<file path="config.mk">
export PLATFORM = sky130hd
export DESIGN_NAME = dic_load_seq
export DESIGN_NICKNAME = d
export VERILOG_FILES = /design/src/rtl/dic_load_seq.sv
export SDC_FILE = /design/constraint.sdc
export NUM_CORES = 1
export LEC_CHECK = 0
export BUFFER_PORTS_ARGS = -buffer_cell sky130_fd_sc_hd__clkbuf_2
export CORE_ASPECT_RATIO = 1.1
export CORE_MARGIN = 2
export CORE_UTILIZATION = 25
export DETAILED_ROUTE_END_ITERATION = 6
export SLEW_MARGIN = 15
export SYNTH_ARGS = -nofsm -noshare
export SYNTH_HDL_FRONTEND = slang
export SYNTH_SLANG_ARGS = --single-unit
</file>
<file path="constraint.sdc">
create_clock -name clk -period 4.1 [get_ports clk]
set_clock_uncertainty 0.05 [all_clocks]
set_input_delay 0 -clock clk [delete_from_list [all_inputs] [get_ports clk]]
set_output_delay 0 -clock clk [all_outputs]
set_load 0.02 [all_outputs]
</file>
<file path="src/rtl/dic_load_seq.sv">
`default_nettype none
// ============================================================================
//  Module      : dic_load_seq
//  Description : Command/load sequencer for the digital-clock datapath.
//                Parses an ASCII byte stream into run/stop/load commands,
//                issues one-cycle digit-load strobes with ld_num, drives
//                dicRun, and aborts an idle load after TIMEOUT_SEC seconds.
//                Optional byte echo to the UART transmit path is built when
//                the macro DIC_LD_ECHO_EN is defined.
//  Revision    : 1.0 - initial release
// ============================================================================
module dic_load_seq #(
    parameter int TIMEOUT_SEC    = 10,
    parameter int RUN_AFTER_LOAD = 1
) (
    input  logic       clk,
    input  logic       rst,
    input  logic [7:0] i_char,
    input  logic       i_charValid,
    output logic       o_charReady,
    input  logic       i_oneSecStrb,
    output logic       ldMtens,
    output logic       ldMones,
    output logic       ldStens,
    output logic       ldSones,
    output logic [3:0] ld_num,
    output logic       dicRun,
    output logic       o_loading,
    output logic       o_err,
    output logic [7:0] o_echo,
    output logic       o_echoValid,
    input  logic       i_echoReady
);

    // A zero timeout disables the timer; keep at least one bit of storage.
    localparam int c_TIMER_W = (TIMEOUT_SEC > 0) ? $clog2(TIMEOUT_SEC + 1) : 1;
    localparam logic [c_TIMER_W-1:0] c_TIMER_TERM =
        c_TIMER_W'((TIMEOUT_SEC > 0) ? (TIMEOUT_SEC - 1) : 0);
    localparam logic [c_TIMER_W-1:0] c_TIMER_MAX  = c_TIMER_W'(TIMEOUT_SEC);
    localparam logic [c_TIMER_W-1:0] c_TIMER_ONE  = c_TIMER_W'(1);

    localparam logic [7:0] c_CHAR_R     = 8'h52;
    localparam logic [7:0] c_CHAR_S     = 8'h53;
    localparam logic [7:0] c_CHAR_L     = 8'h4C;
    localparam logic [7:0] c_CHAR_COLON = 8'h3A;
    localparam logic [7:0] c_CHAR_ESC   = 8'h1B;
    localparam logic [7:0] c_CHAR_QUERY = 8'h3F;

    typedef enum logic [2:0] {
        ST_RUN   = 3'd0,
        ST_STOP  = 3'd1,
        ST_LD_MT = 3'd2,
        ST_LD_MO = 3'd3,
        ST_LD_ST = 3'd4,
        ST_LD_SO = 3'd5
    } stateT;

    stateT                r_state;
    stateT                w_stateNext;
    logic                 r_retRun;        // 1: abort/escape returns to RUN, 0: to STOP
    logic                 w_retRunNext;
    logic [c_TIMER_W-1:0] r_timer;
    logic [c_TIMER_W-1:0] w_timerNext;
    logic [3:0]           r_ldSel;         // one-hot {Mtens, Mones, Stens, Sones}
    logic [3:0]           w_ldSelNext;
    logic [3:0]           r_ldNum;
    logic [3:0]           w_ldNumNext;
    logic                 r_err;
    logic                 w_reject;

    logic                 w_accept;
    logic                 w_inLoad;
    logic                 w_timeout;
    logic [7:0]           w_charUp;
    logic                 w_isDigit;
    logic                 w_digitOk;
    stateT                w_retState;
    stateT                w_doneState;

    assign w_accept    = i_charValid & o_charReady;
    assign w_inLoad    = (r_state == ST_LD_MT) || (r_state == ST_LD_MO) ||
                         (r_state == ST_LD_ST) || (r_state == ST_LD_SO);
    assign w_charUp    = ((i_char >= 8'h61) && (i_char <= 8'h7A)) ? (i_char - 8'h20) : i_char;
    assign w_isDigit   = (i_char >= 8'h30) && (i_char <= 8'h39);
    // Tens positions only take 0-5; ones positions take 0-9.
    assign w_digitOk   = ((r_state == ST_LD_MT) || (r_state == ST_LD_ST)) ? (i_char <= 8'h35) : 1'b1;
    assign w_retState  = r_retRun ? ST_RUN : ST_STOP;
    assign w_doneState = (RUN_AFTER_LOAD != 0) ? ST_RUN : ST_STOP;

    // Terminal idle strobe aborts the load unless a byte is accepted in the same cycle.
    assign w_timeout   = (TIMEOUT_SEC != 0) && w_inLoad && i_oneSecStrb && !w_accept &&
                         (r_timer == c_TIMER_TERM);

    // State, return mode, idle timer and registered strobe/error outputs.
    always_ff @(posedge clk or negedge rst) begin
        if (!rst) begin
            r_state  <= ST_RUN;
            r_retRun <= 1'b1;
            r_timer  <= '0;
            r_ldSel  <= 4'b0000;
            r_ldNum  <= 4'd0;
            r_err    <= 1'b0;
        end else begin
            r_state  <= w_stateNext;
            r_retRun <= w_retRunNext;
            r_timer  <= w_timerNext;
            r_ldSel  <= w_ldSelNext;
            r_ldNum  <= w_ldNumNext;
            r_err    <= w_reject | w_timeout;
        end
    end

    // Command parsing, load sequencing and idle-timer next values.
    always_comb begin
        w_stateNext  = r_state;
        w_retRunNext = r_retRun;
        w_ldSelNext  = 4'b0000;
        w_ldNumNext  = r_ldNum;
        w_reject     = 1'b0;
        w_timerNext  = r_timer;

        // Timer runs only inside a load and restarts on any accepted byte.
        if (!w_inLoad || w_accept) begin
            w_timerNext = '0;
        end else if (i_oneSecStrb && (r_timer != c_TIMER_MAX)) begin
            w_timerNext = r_timer + c_TIMER_ONE;
        end

        if (w_accept) begin
            if (!w_inLoad) begin
                if (w_charUp == c_CHAR_R) begin
                    w_stateNext = ST_RUN;
                end else if (w_charUp == c_CHAR_S) begin
                    w_stateNext = ST_STOP;
                end else if (w_charUp == c_CHAR_L) begin
                    w_stateNext  = ST_LD_MT;
                    w_retRunNext = (r_state == ST_RUN);
                end else begin
                    w_reject = 1'b1;
                end
            end else begin
                if (w_isDigit && w_digitOk) begin
                    // ASCII digit minus 8'h30 is simply the low nibble.
                    w_ldNumNext = i_char[3:0];
                    case (r_state)
                        ST_LD_MT: begin
                            w_ldSelNext = 4'b1000;
                            w_stateNext = ST_LD_MO;
                        end
                        ST_LD_MO: begin
                            w_ldSelNext = 4'b0100;
                            w_stateNext = ST_LD_ST;
                        end
                        ST_LD_ST: begin
                            w_ldSelNext = 4'b0010;
                            w_stateNext = ST_LD_SO;
                        end
                        default: begin
                            w_ldSelNext = 4'b0001;
                            w_stateNext = w_doneState;
                        end
                    endcase
                end else if (i_char == c_CHAR_COLON) begin
                    w_stateNext = r_state;
                end else if (w_charUp == c_CHAR_L) begin
                    w_stateNext = ST_LD_MT;
                end else if (i_char == c_CHAR_ESC) begin
                    w_stateNext = w_retState;
                end else begin
                    // Hold the position so the user can retry the digit.
                    w_reject = 1'b1;
                end
            end
        end else if (w_timeout) begin
            w_stateNext = w_retState;
        end
    end

    assign ldMtens   = r_ldSel[3];
    assign ldMones   = r_ldSel[2];
    assign ldStens   = r_ldSel[1];
    assign ldSones   = r_ldSel[0];
    assign ld_num    = r_ldNum;
    assign o_err     = r_err;
    assign dicRun    = (r_state == ST_RUN);
    assign o_loading = w_inLoad;

`ifdef DIC_LD_ECHO_EN
    logic       r_echoValid;
    logic [7:0] r_echo;

    // One-deep echo buffer; input is back-pressured while it is full.
    always_ff @(posedge clk or negedge rst) begin
        if (!rst) begin
            r_echoValid <= 1'b0;
            r_echo      <= 8'h00;
        end else if (w_accept) begin
            r_echoValid <= 1'b1;
            r_echo      <= w_reject ? c_CHAR_QUERY : i_char;
        end else if (r_echoValid && i_echoReady) begin
            r_echoValid <= 1'b0;
        end
    end

    assign o_charReady = !r_echoValid;
    assign o_echoValid = r_echoValid;
    assign o_echo      = r_echo;
`else
    logic w_unusedEchoReady;

    assign w_unusedEchoReady = i_echoReady;
    assign o_charReady       = 1'b1;
    assign o_echoValid       = 1'b0;
    assign o_echo            = 8'h00;
`endif

endmodule
`default_nettype wire

</file>
# --- Word level (Yosys, flattened, before mapping) ---
# Index checks and enable logic that the tools add are counted.
word_totals:
  register_bits: 17
  input_bits: 13
  output_inout_bits: 21
  elab_cells: 80
op_classes:
  n_reduce_logical: 20
  add_sub_neg: 2
  bitwise_logic: 4
  n_mux: 29
  order_cmp: 5
  eq_ne: 14
ops:
  columns: ["op", "count"]
  rows:
  - ["3-bit two-way mux", 10]
  - ["8-bit by 7-bit == test with 1-bit output (second input constant)", 3]
  - ["4-bit two-way mux", 5]
  - ["8-bit by 6-bit <= comparator with 1-bit output (second input constant)", 2]
  - ["4-bit case mux with 3 select lines", 1]
  - ["1-bit two-way mux", 11]
  - ["3-bit case mux with 3 select lines", 1]
  - ["8-bit by 5-bit == test with 1-bit output (second input constant)", 1]
  - ["8-bit by 6-bit == test with 1-bit output (second input constant)", 1]
  - ["8-bit by 6-bit greater-or-equal comparator with 1-bit output (second input constant)", 1]
  - ["8-bit by 7-bit greater-or-equal comparator with 1-bit output (second input constant)", 1]
  - ["8-bit by 7-bit <= comparator with 1-bit output (second input constant)", 1]
  - ["8-bit two-way mux", 1]
  - ["4-bit != test (second input constant)", 2]
  - ["8-bit by 6-bit subtractor with 8-bit output (second input constant)", 1]
  - ["1-bit logical AND", 7]
  - ["3-bit by 2-bit == test with 1-bit output (second input constant)", 2]
  - ["3-bit == test (second input constant)", 2]
  - ["1-bit logical OR", 5]
  - ["5-bit by 1-bit != test with 1-bit output (second input constant)", 1]
  - ["5-bit by 2-bit != test with 1-bit output (second input constant)", 1]
  - ["5-bit AND reduction", 1]
  - ["4-bit by 1-bit adder with 4-bit output (second input constant)", 1]
  - ["4-bit == test (second input constant)", 1]
  - ["other kinds (7)", 11]

# --- Longest topological paths before layout ---
# Gate-level depths: netlist of the first run.
logic_depth:
  depth_word: 10
  ltp_mapped: 8
  depth_no_buf: 8

# --- Worst setup path after synthesis of the first run ---
# No wires, ideal clock.
synth_path:
  path_kind: "register to register"
  start: "reg r_state[2]"
  end: "reg r_state[2]"
  stages_incl_launch_ff: 7
  n_path_buf: 0
  period_less_slack_ns: 1.757
  arrival_time_ns: 1.583
  path_slack_ns: 2.343
  setup_ns: 0.124
  t_required_ns: 3.926
  cell_sequence: "dfrtp_1 -> xnor2_2 -> inv_1 -> o21a_1 -> nand4b_1 -> nand2_1 -> a211o_1"
synth_via:
  elab_chain_len: 9
  elab_cells_between_ends: 22
  cone_classes: "eq/ne (7); mux (5); reduce/logical (10)"
synth_lines:
  columns: ["item", "line_no", "rtl"]
  rows:
  - ["start: declaration", "58", "stateT r_state;"]
  - ["start signal: assignment", "104", "r_state <= w_stateNext;"]
  - ["3-bit by 2-bit == test with 1-bit output", "81", "assign w_inLoad = (r_state == ST_LD_MT) || (r_state == ST_LD_MO) ||"]
  - ["1-bit logical OR (2 in a row)", "81", null]
  - ["1-bit logical OR (*)", "82", "(r_state == ST_LD_ST) || (r_state == ST_LD_SO);"]
  - ["net o_loading", "28", "output logic o_loading,"]
  - ["1-bit logical AND (3 in a row)", "91", "assign w_timeout = (TIMEOUT_SEC != 0) && w_inLoad && i_oneSecStrb && !w_accept &&"]
  - ["2-bit nonzero test (no line)", null, null]
  - ["4-bit AND reduction (no line)", null, null]
# Mark *: on every way through the listed nets, which the timed path passes. The rest lies on a longest branch.
# A chain may end at the register's enable or synchronous reset.

# --- Final worst setup path of the first run ---
layout_path:
  start: "reg r_state[2]"
  end: "reg r_state[2]"
layout_via:
  elab_chain_len: 9
  elab_cells_between_ends: 22
  cone_classes: "eq/ne (7); mux (5); reduce/logical (10)"
layout_lines:
  columns: ["item", "line_no"]
  rows:
  - ["3-bit by 2-bit == test with 1-bit output, on equally long branches", "81, 86, 145"]
  - ["1-bit logical OR (2 in a row)", "81"]
  - ["1-bit logical OR", "82"]
  - ["1-bit logical AND (3 in a row)", "91"]
  - ["2-bit nonzero test (no line)", null]
  - ["4-bit AND reduction (no line)", null]
# Parallel ways exist; a longest one is shown, timed or not.

==> flow_summary.ini, run 1 <==
[clock_network]
cts_tree = yes
clk_pin_slew_ns = 0.06
clock_sinks = 17
h-tree-depth = 1
worstSkewPairLatency_ns = 0.25
clk_path_buf_depth = 2
numCtsBuffers = 3
root_buffer = clkbuf_8

[setup_path]
cp_slowest_stage_delay_ns = 0.46
cp_num_buf_inv = 0
critPathMaxFanout = 8
critPathCapture = r_state[2]$_DFFE_PN0P_
critical_path_class = reg -> reg
crit_arrival_ns = 2.07
crit_chain = xnor2_2 -> nor3_2 -> o21ai_2 -> nand4b_1 -> nand2_1 -> a211o_1
start_kind = register
worst_setup_path_end_kind = register
required_ns = 4.18
cp.depth = 6
rr_worst_depth = 6
r2r-end = r_state[2]$_DFFE_PN0P_
slowest_stage = dfrtp_1
r2r-start = r_state[2]$_DFFE_PN0P_
r2r_slack_ns = 2.11
setup.worst_path.start = r_state[2]$_DFFE_PN0P_
crit_family = compound AO/OA/AOI/OAI gates

[floorplanning]
die_w_um = 68.1
num_rows = 25
die_h_um = 74.5
core_um2 = 4320
initial_core_util_pct = 26.2
fp.dieArea_um2 = 5070
num_io_pins = 34

[sta]
finalCriticalPeriod_ns = 1.99
rsz0062_at_grt = no
setup_viol = 0
fmax_mhz = 502
postLayoutSetupSlackWorst_ns = 2.11
setup_tns_ns = 0
hold_viol = 0
min_period_over_period_pct = 48.6
final_max_slew_viol_count = 0

[min_path]
hp-class = in -> reg
min_from = i_char[2]

[placement]
gp_congestion = 0.822
dp_cells = 193
dpl.hpwl_mm = 1.69
dp_slack_ns = 2.12
io_buffers = 22

[finish]
utilization_pct = 30.4
finalNetCount = 163
final_cells = 198
areaGrowthSynthToFinish_pct = 16.2
antenna_cells = 0
fillCellCount = 468
drive_gt1_share_pct = 27.8

[global_route]
grt_usage_pct = 9.20
antenna_found_initial = 0
grt_max_degree = 18
grt_pass1_wl_mm = 3.55
overflow = 0
grt_pass1_vias = 798

[status]
status = finished clean

[detailed_routing]
ant_nets = 0
drc = 0
routed_via_density = 4.57
vias = 904
routed_wirelength_mm = 2.14
post_drt_wl_per_cell_um = 10.8
drt_iter0_drc = 14
first_pass_iters = 4

[synth]
synth_top_area_share_pct = 35.4
dominantRegCellSynth = dfrtp_1
synth_area_leaders = dfrtp_1 (35%), buf_4 (6.6%), ha_1 (5.5%), mux2_2 (5.0%), nand3_1 (4.9%)
yosysSeqAreaShare_pct = 37.8
async_flop_share_pct = 100
yosysUniqueCellTypes = 40
synth_top_cell_by_area = dfrtp_1
netlist_area_um2 = 1130
synth_cells = 120
synth-edff-count = 0
syn_avg_cell_area_um2 = 9.42
synth_warnings = 0
synth-seq-cells = 17

[power]
p_per_area_nw_per_um2 = 456
ir_drop_mv = 0.132
power_mw = 0.599
p_leak_nw = 0.608

[flow_run]
maxCapViolCount = 0
-- cells by family (layout without fill, tap and decap cells) --
kind of cell | Yosys count | after routing | synth area share (%)
adders and majority gates | 5 | 5 | 5.54
AOI/OAI and AO/OA | 19 | 19 | 12.8
buffers and inverters | 18 | 34 | 9.41
DFF | 17 | 17 | 37.8
other | 2 | 10 | 0.665
and+or+nand+nor | 50 | 50 | 25.0
xor gates and xnor gates | 4 | 4 | 3.77
muxes | 5 | 5 | 4.98
-- synth_stat cells (2+ instances only) --
cell type / n
buf_4: 10
nor2_1: 12
a21oi_1: 3
nand2_1: 5
nand3b_1: 2
nand2b_1: 2
nor3b_1: 2
nor3_1: 2
ha_1: 5
a31oi_1: 2
mux2_2: 5
nand4b_1: 2
a211o_1: 2
inv_1: 7
o21ai_2: 2
o221ai_1: 2
xor2_1: 2
nand3_1: 11
dfrtp_1: 16
or2_2: 2
o21ai_0: 3
nand4_1: 2
conb_1: 2
-- report_power, final --
part	internal (mW)	switching (mW)	total, mW
Clock	0.0688	0.0515	0.120
Combinational	0.0972	0.144	0.241
Sequential	0.202	0.0351	0.238
-- metrics by stage --
step	hold WS [ns]	instance area (µm²)
2_1_floorplan	-0.346	1160
3_3_place_gp	-0.0955	1260
3_5_place_dp	-0.0932	1260
4_1_cts	0.0175	1310
5_1_grt	0.0310	1310
6_report	0.0224	1310
-- sequential cells by signal, summed over array words and instances (netlist names) --
name / count
ld_num: 4
o_err: 1
r_ldSel: 4
r_retRun: 1
r_state: 3
r_timer: 4
-- cells in the final DEF (no fill, tap or decap), types with 3 or more instances in the layout --
cell	count
a21oi_1	3
clkbuf_2	22
clkbuf_8	3
conb_1	10
dfrtp_1	16
ha_1	5
inv_1	7
mux2_2	5
nand2_1	5
nand3_1	11
nor2_1	12
o21ai_0	3
-- worst register-to-register path: cells and delay by family, from the launching register on --
family / cells / cell delay [ns]
AND/OR/NAND/NOR: 3 / 0.41
AO/OA/AOI/OAI: 2 / 0.57
XOR/XNOR: 1 / 0.39
flip-flops: 1 / 0.46
-- per-layer routing --
layer  vias up  wire length (µm)  track usage (%)
li1        455                 -                -
met1       418              1010             12.5
met2        27               968             14.5
met3         4               111             1.36
met4         0                46             4.00
met5         -                 0                0
-- worst min-delay path by stage --
stage | to | slack [ns] | depth (start not counted)
floorplan | ld_num[0]$_DFFE_PN0P_ | -0.35 | 0
global placement | r_timer[2]$_DFFE_PN0P_ | -0.1 | 1
detailed placement | r_timer[2]$_DFFE_PN0P_ | -0.09 | 1
CTS | ld_num[2]$_DFFE_PN0P_ | 0.02 | 2
global route | ld_num[2]$_DFFE_PN0P_ | 0.03 | 2
finish | ld_num[2]$_DFFE_PN0P_ | 0.02 | 2
-- area by class of cell --
type | instances | area, µm² | share of cell area (%)
inverters | 7 | 26.3 | 2.00
well taps | 54 | 67.6 | 5.15
clock buffers | 4 | 45.0 | 3.43
multi-input cells | 93 | 627 | 47.8
flip-flops and latches | 17 | 427 | 32.5
repair buffers | 23 | 120 | 9.15
-- what timing repair did --
action,in CTS,in global routing
setup endpoints to repair,0,0
hold buffers,1,0
setup buffers,0,0
gates resized for setup,0,0
hold endpoints to repair,17,0
No activity file was read; power rests on OpenSTA's default activity.
==> run 2, diff against run 1 <==
Settings changed: ABC_AREA set to 1.
Clock period 4.1 ns to 2 ns, I/O delays scaled along.
==> flow_summary.ini, run 2 <==
[status]
status = finished clean

[setup_path]
r2r_slack_ns = 0.33
crit_chain = dlygate4sd3_1 -> clkbuf_2 -> nor2_1 -> nand3_1 -> nand2_1 -> inv_2 -> nand3_2 -> nand3_2 -> nand2_1 -> nor2_1 -> o21ai_0 -> nand2_1 -> nand2_1 -> nand2_1
start_kind = input pin
cp_slowest_stage_delay_ns = 0.54
crit_family = simple AND/OR/NAND/NOR gates
critical_path_class = in -> reg
worst_setup_path_end_kind = register
cp_num_buf_inv = 3
crit_arrival_ns = 1.81
required_ns = 2.10
rr_worst_depth = 9
critPathMaxFanout = 4
cp_common_cell = nand2_1
slowest_stage = dlygate4sd3_1
r2r-start = r_state[2]$_DFFE_PN0P_
r2r-end = r_ldSel[0]$_DFF_PN0_

[detailed_routing]
ant_nets = 0
routed_wirelength_mm = 2.56
vias = 1146
drc = 0
post_drt_wl_per_cell_um = 9.56
routed_via_density = 4.28
first_pass_iters = 4
drt_iter0_drc = 65

[global_route]
overflow = 0
grt_usage_pct = 9.89
antenna_found_initial = 0
grt_pass1_wl_mm = 4.55
grt_max_degree = 18
grt_pass1_vias = 1040

[power]
comb_power_share_pct = 40.6
power.clock.fraction_pct = 21.4
p_sw_share_pct = 41.6
p_int_mw = 0.703
ir_drop_mv = 0.258
p_per_area_nw_per_um2 = 795
seq_power_share_pct = 38.0
p_sw_mw = 0.501
p_leak_nw = 0.818

[synth]
netlist_area_um2 = 1300
synth-edff-count = 0
yosys-top-cells-count = nand2_1 (39), nor2_1 (25), inv_1 (22)
dominantRegCellSynth = dfrtp_1
synth_cells = 183
synth_warnings = 0
synth-seq-cells = 17
yosysSeqAreaShare_pct = 32.8
synth_area_leaders = dfrtp_1 (31%), nand2_1 (11%), nor2_1 (7.2%), buf_4 (6.4%), inv_1 (6.4%)
syn_avg_cell_area_um2 = 7.10
async_flop_share_pct = 100
synth_top_cell_by_area = dfrtp_1
synth_top_area_share_pct = 30.8
synth_most_common_cell = nand2_1
yosysUniqueCellTypes = 29

[floorplanning]
die_h_um = 79.6
num_rows = 27
fp.dieArea_um2 = 5790
initial_core_util_pct = 26.0
num_io_pins = 34
core_um2 = 5000
die_w_um = 72.8

[sta]
final_max_slew_viol_count = 0
hold_ws_ns = 0.0184
setup_viol = 0
fmax_mhz = 585
rsz0062_at_grt = no
postLayoutSetupSlackWorst_ns = 0.290
finalCriticalPeriod_ns = 1.71
hold_viol = 0
setup_tns_ns = 0
min_period_over_period_pct = 85.5

[clock_network]
clk_pin_slew_ns = 0.07
numCtsBuffers = 3
h-tree-depth = 1
clk_path_buf_depth = 2
cts_tree = yes
clock_sinks = 17
post_cts_resized = 0
root_buffer = clkbuf_8
worstSkewPairLatency_ns = 0.25

[min_path]
hp-class = in -> reg
min_from = i_char[0]
whs_path_depth = 3
hold_end = ld_num[0]$_DFFE_PN0P_

[placement]
dp_slack_ns = 0.343
gp_congestion = 0.751
placed_cell_area_um2 = 1440
io_buffers = 22
dpl.hpwl_mm = 2.11

[finish]
regArea_um2 = 427
antenna_cells = 0
multi_input_area_um2 = 706
areaGrowthSynthToFinish_pct = 16.5
utilization_pct = 30.3
mostFrequentLayoutCell = nand2_1
finalNetCount = 229
mostFrequentLayoutCells = nand2_1 (39), nor2_1 (25), inv_1 (22), clkbuf_2 (22), dfrtp_1 (16)
fillCellCount = 575
final_area_um2 = 1510
drive_gt1_share_pct = 25.7

[flow_run]
maxCapViolCount = 0
run 2: changes by cell type after synthesis, moves of 5 or more:
cell     change
mux2_2       -5
nor2_1      +13
inv_2        +7
o21ai_1      +6
inv_1       +15
nand2_1     +34
nand3_2      +6
run 2: area by class of cell:
class	instances	share of cell area, %
clock buffers	3	2.73
repair buffers	26	9.75
multi-input cells	133	46.6
inverters	30	7.60
flip-flops and latches	17	28.2
clock inverters	1	0.331
well taps	58	4.79
run 2: power groups by stage:
| stage | Clock (mW) | Sequential, mW | Combinational (mW) |
|---|---|---|---|
| global route | 0.284 | 0.470 | 0.550 |
| finish | 0.257 | 0.457 | 0.489 |
| CTS | 0.263 | 0.458 | 0.498 |
| detailed placement | 0 | 0.465 | 0.491 |
| floorplan | 0 | 0.487 | 0.342 |
| global placement | 0 | 0.462 | 0.487 |
run 2: metal layers:
layer / share of wire (%) / GRT usage (%) / wire length, µm / up-vias
met5: 0 / 0 / 0 / -
met4: 2.1 / 5.00 / 53 / 0
met3: 2.8 / 1.14 / 71 / 4
met2: 46 / 16.0 / 1180 / 23
met1: 49 / 12.8 / 1250 / 508
li1: - / - / - / 611
run 2: cell families after synthesis:
logic type      count (synthesis)  share of synthesized area [%]
buf+inv                        41                           15.2
flops                          17                           32.8
simple gates                   97                           37.6
compound gates                 21                           8.95
fa+ha+maj                       5                           4.81
other cells                     2                          0.578
run 2: worst register-to-register path, stage by stage, from the launching register on:
cell and delay [ns]:
dfrtp_1 0.44, nor2_2 0.24, nor2_8 0.10, nand3_2 0.06, nand2_1 0.04, nand2_1 0.07
nand2_2 0.09, nor2_2 0.16, nand2_2 0.16, nor3_1 0.17
run 2: worst max path at each step:
stage / start / end / slack (ns) / cells after the start
global placement: r_state[2]$_DFFE_PN0P_ / ld_num[2]$_DFFE_PN0P_ / 0.37 / 10
finish: i_char[2] / r_state[0]$_DFFE_PN0P_ / 0.29 / 14
floorplan: r_state[1]$_DFFE_PN0P_ / r_state[0]$_DFFE_PN0P_ / 0.45 / 14
global route: i_char[3] / r_state[0]$_DFFE_PN0P_ / 0.11 / 14
CTS: i_char[3] / r_state[0]$_DFFE_PN0P_ / 0.31 / 14
detailed placement: r_state[2]$_DFFE_PN0P_ / ld_num[1]$_DFFE_PN0P_ / 0.34 / 10
run 2: metrics by stage:
step	power (mW)	cells
6_report	1.20	268
5_1_grt	1.30	268
4_1_cts	1.22	268
3_5_place_dp	0.956	261
3_3_place_gp	0.949	261
2_1_floorplan	0.829	191
run 2: what timing repair did:
action | CTS | global route
hold buffers | 3 | 0
buffers inserted | 0 | 0
hold endpoints to repair | 19 | 0
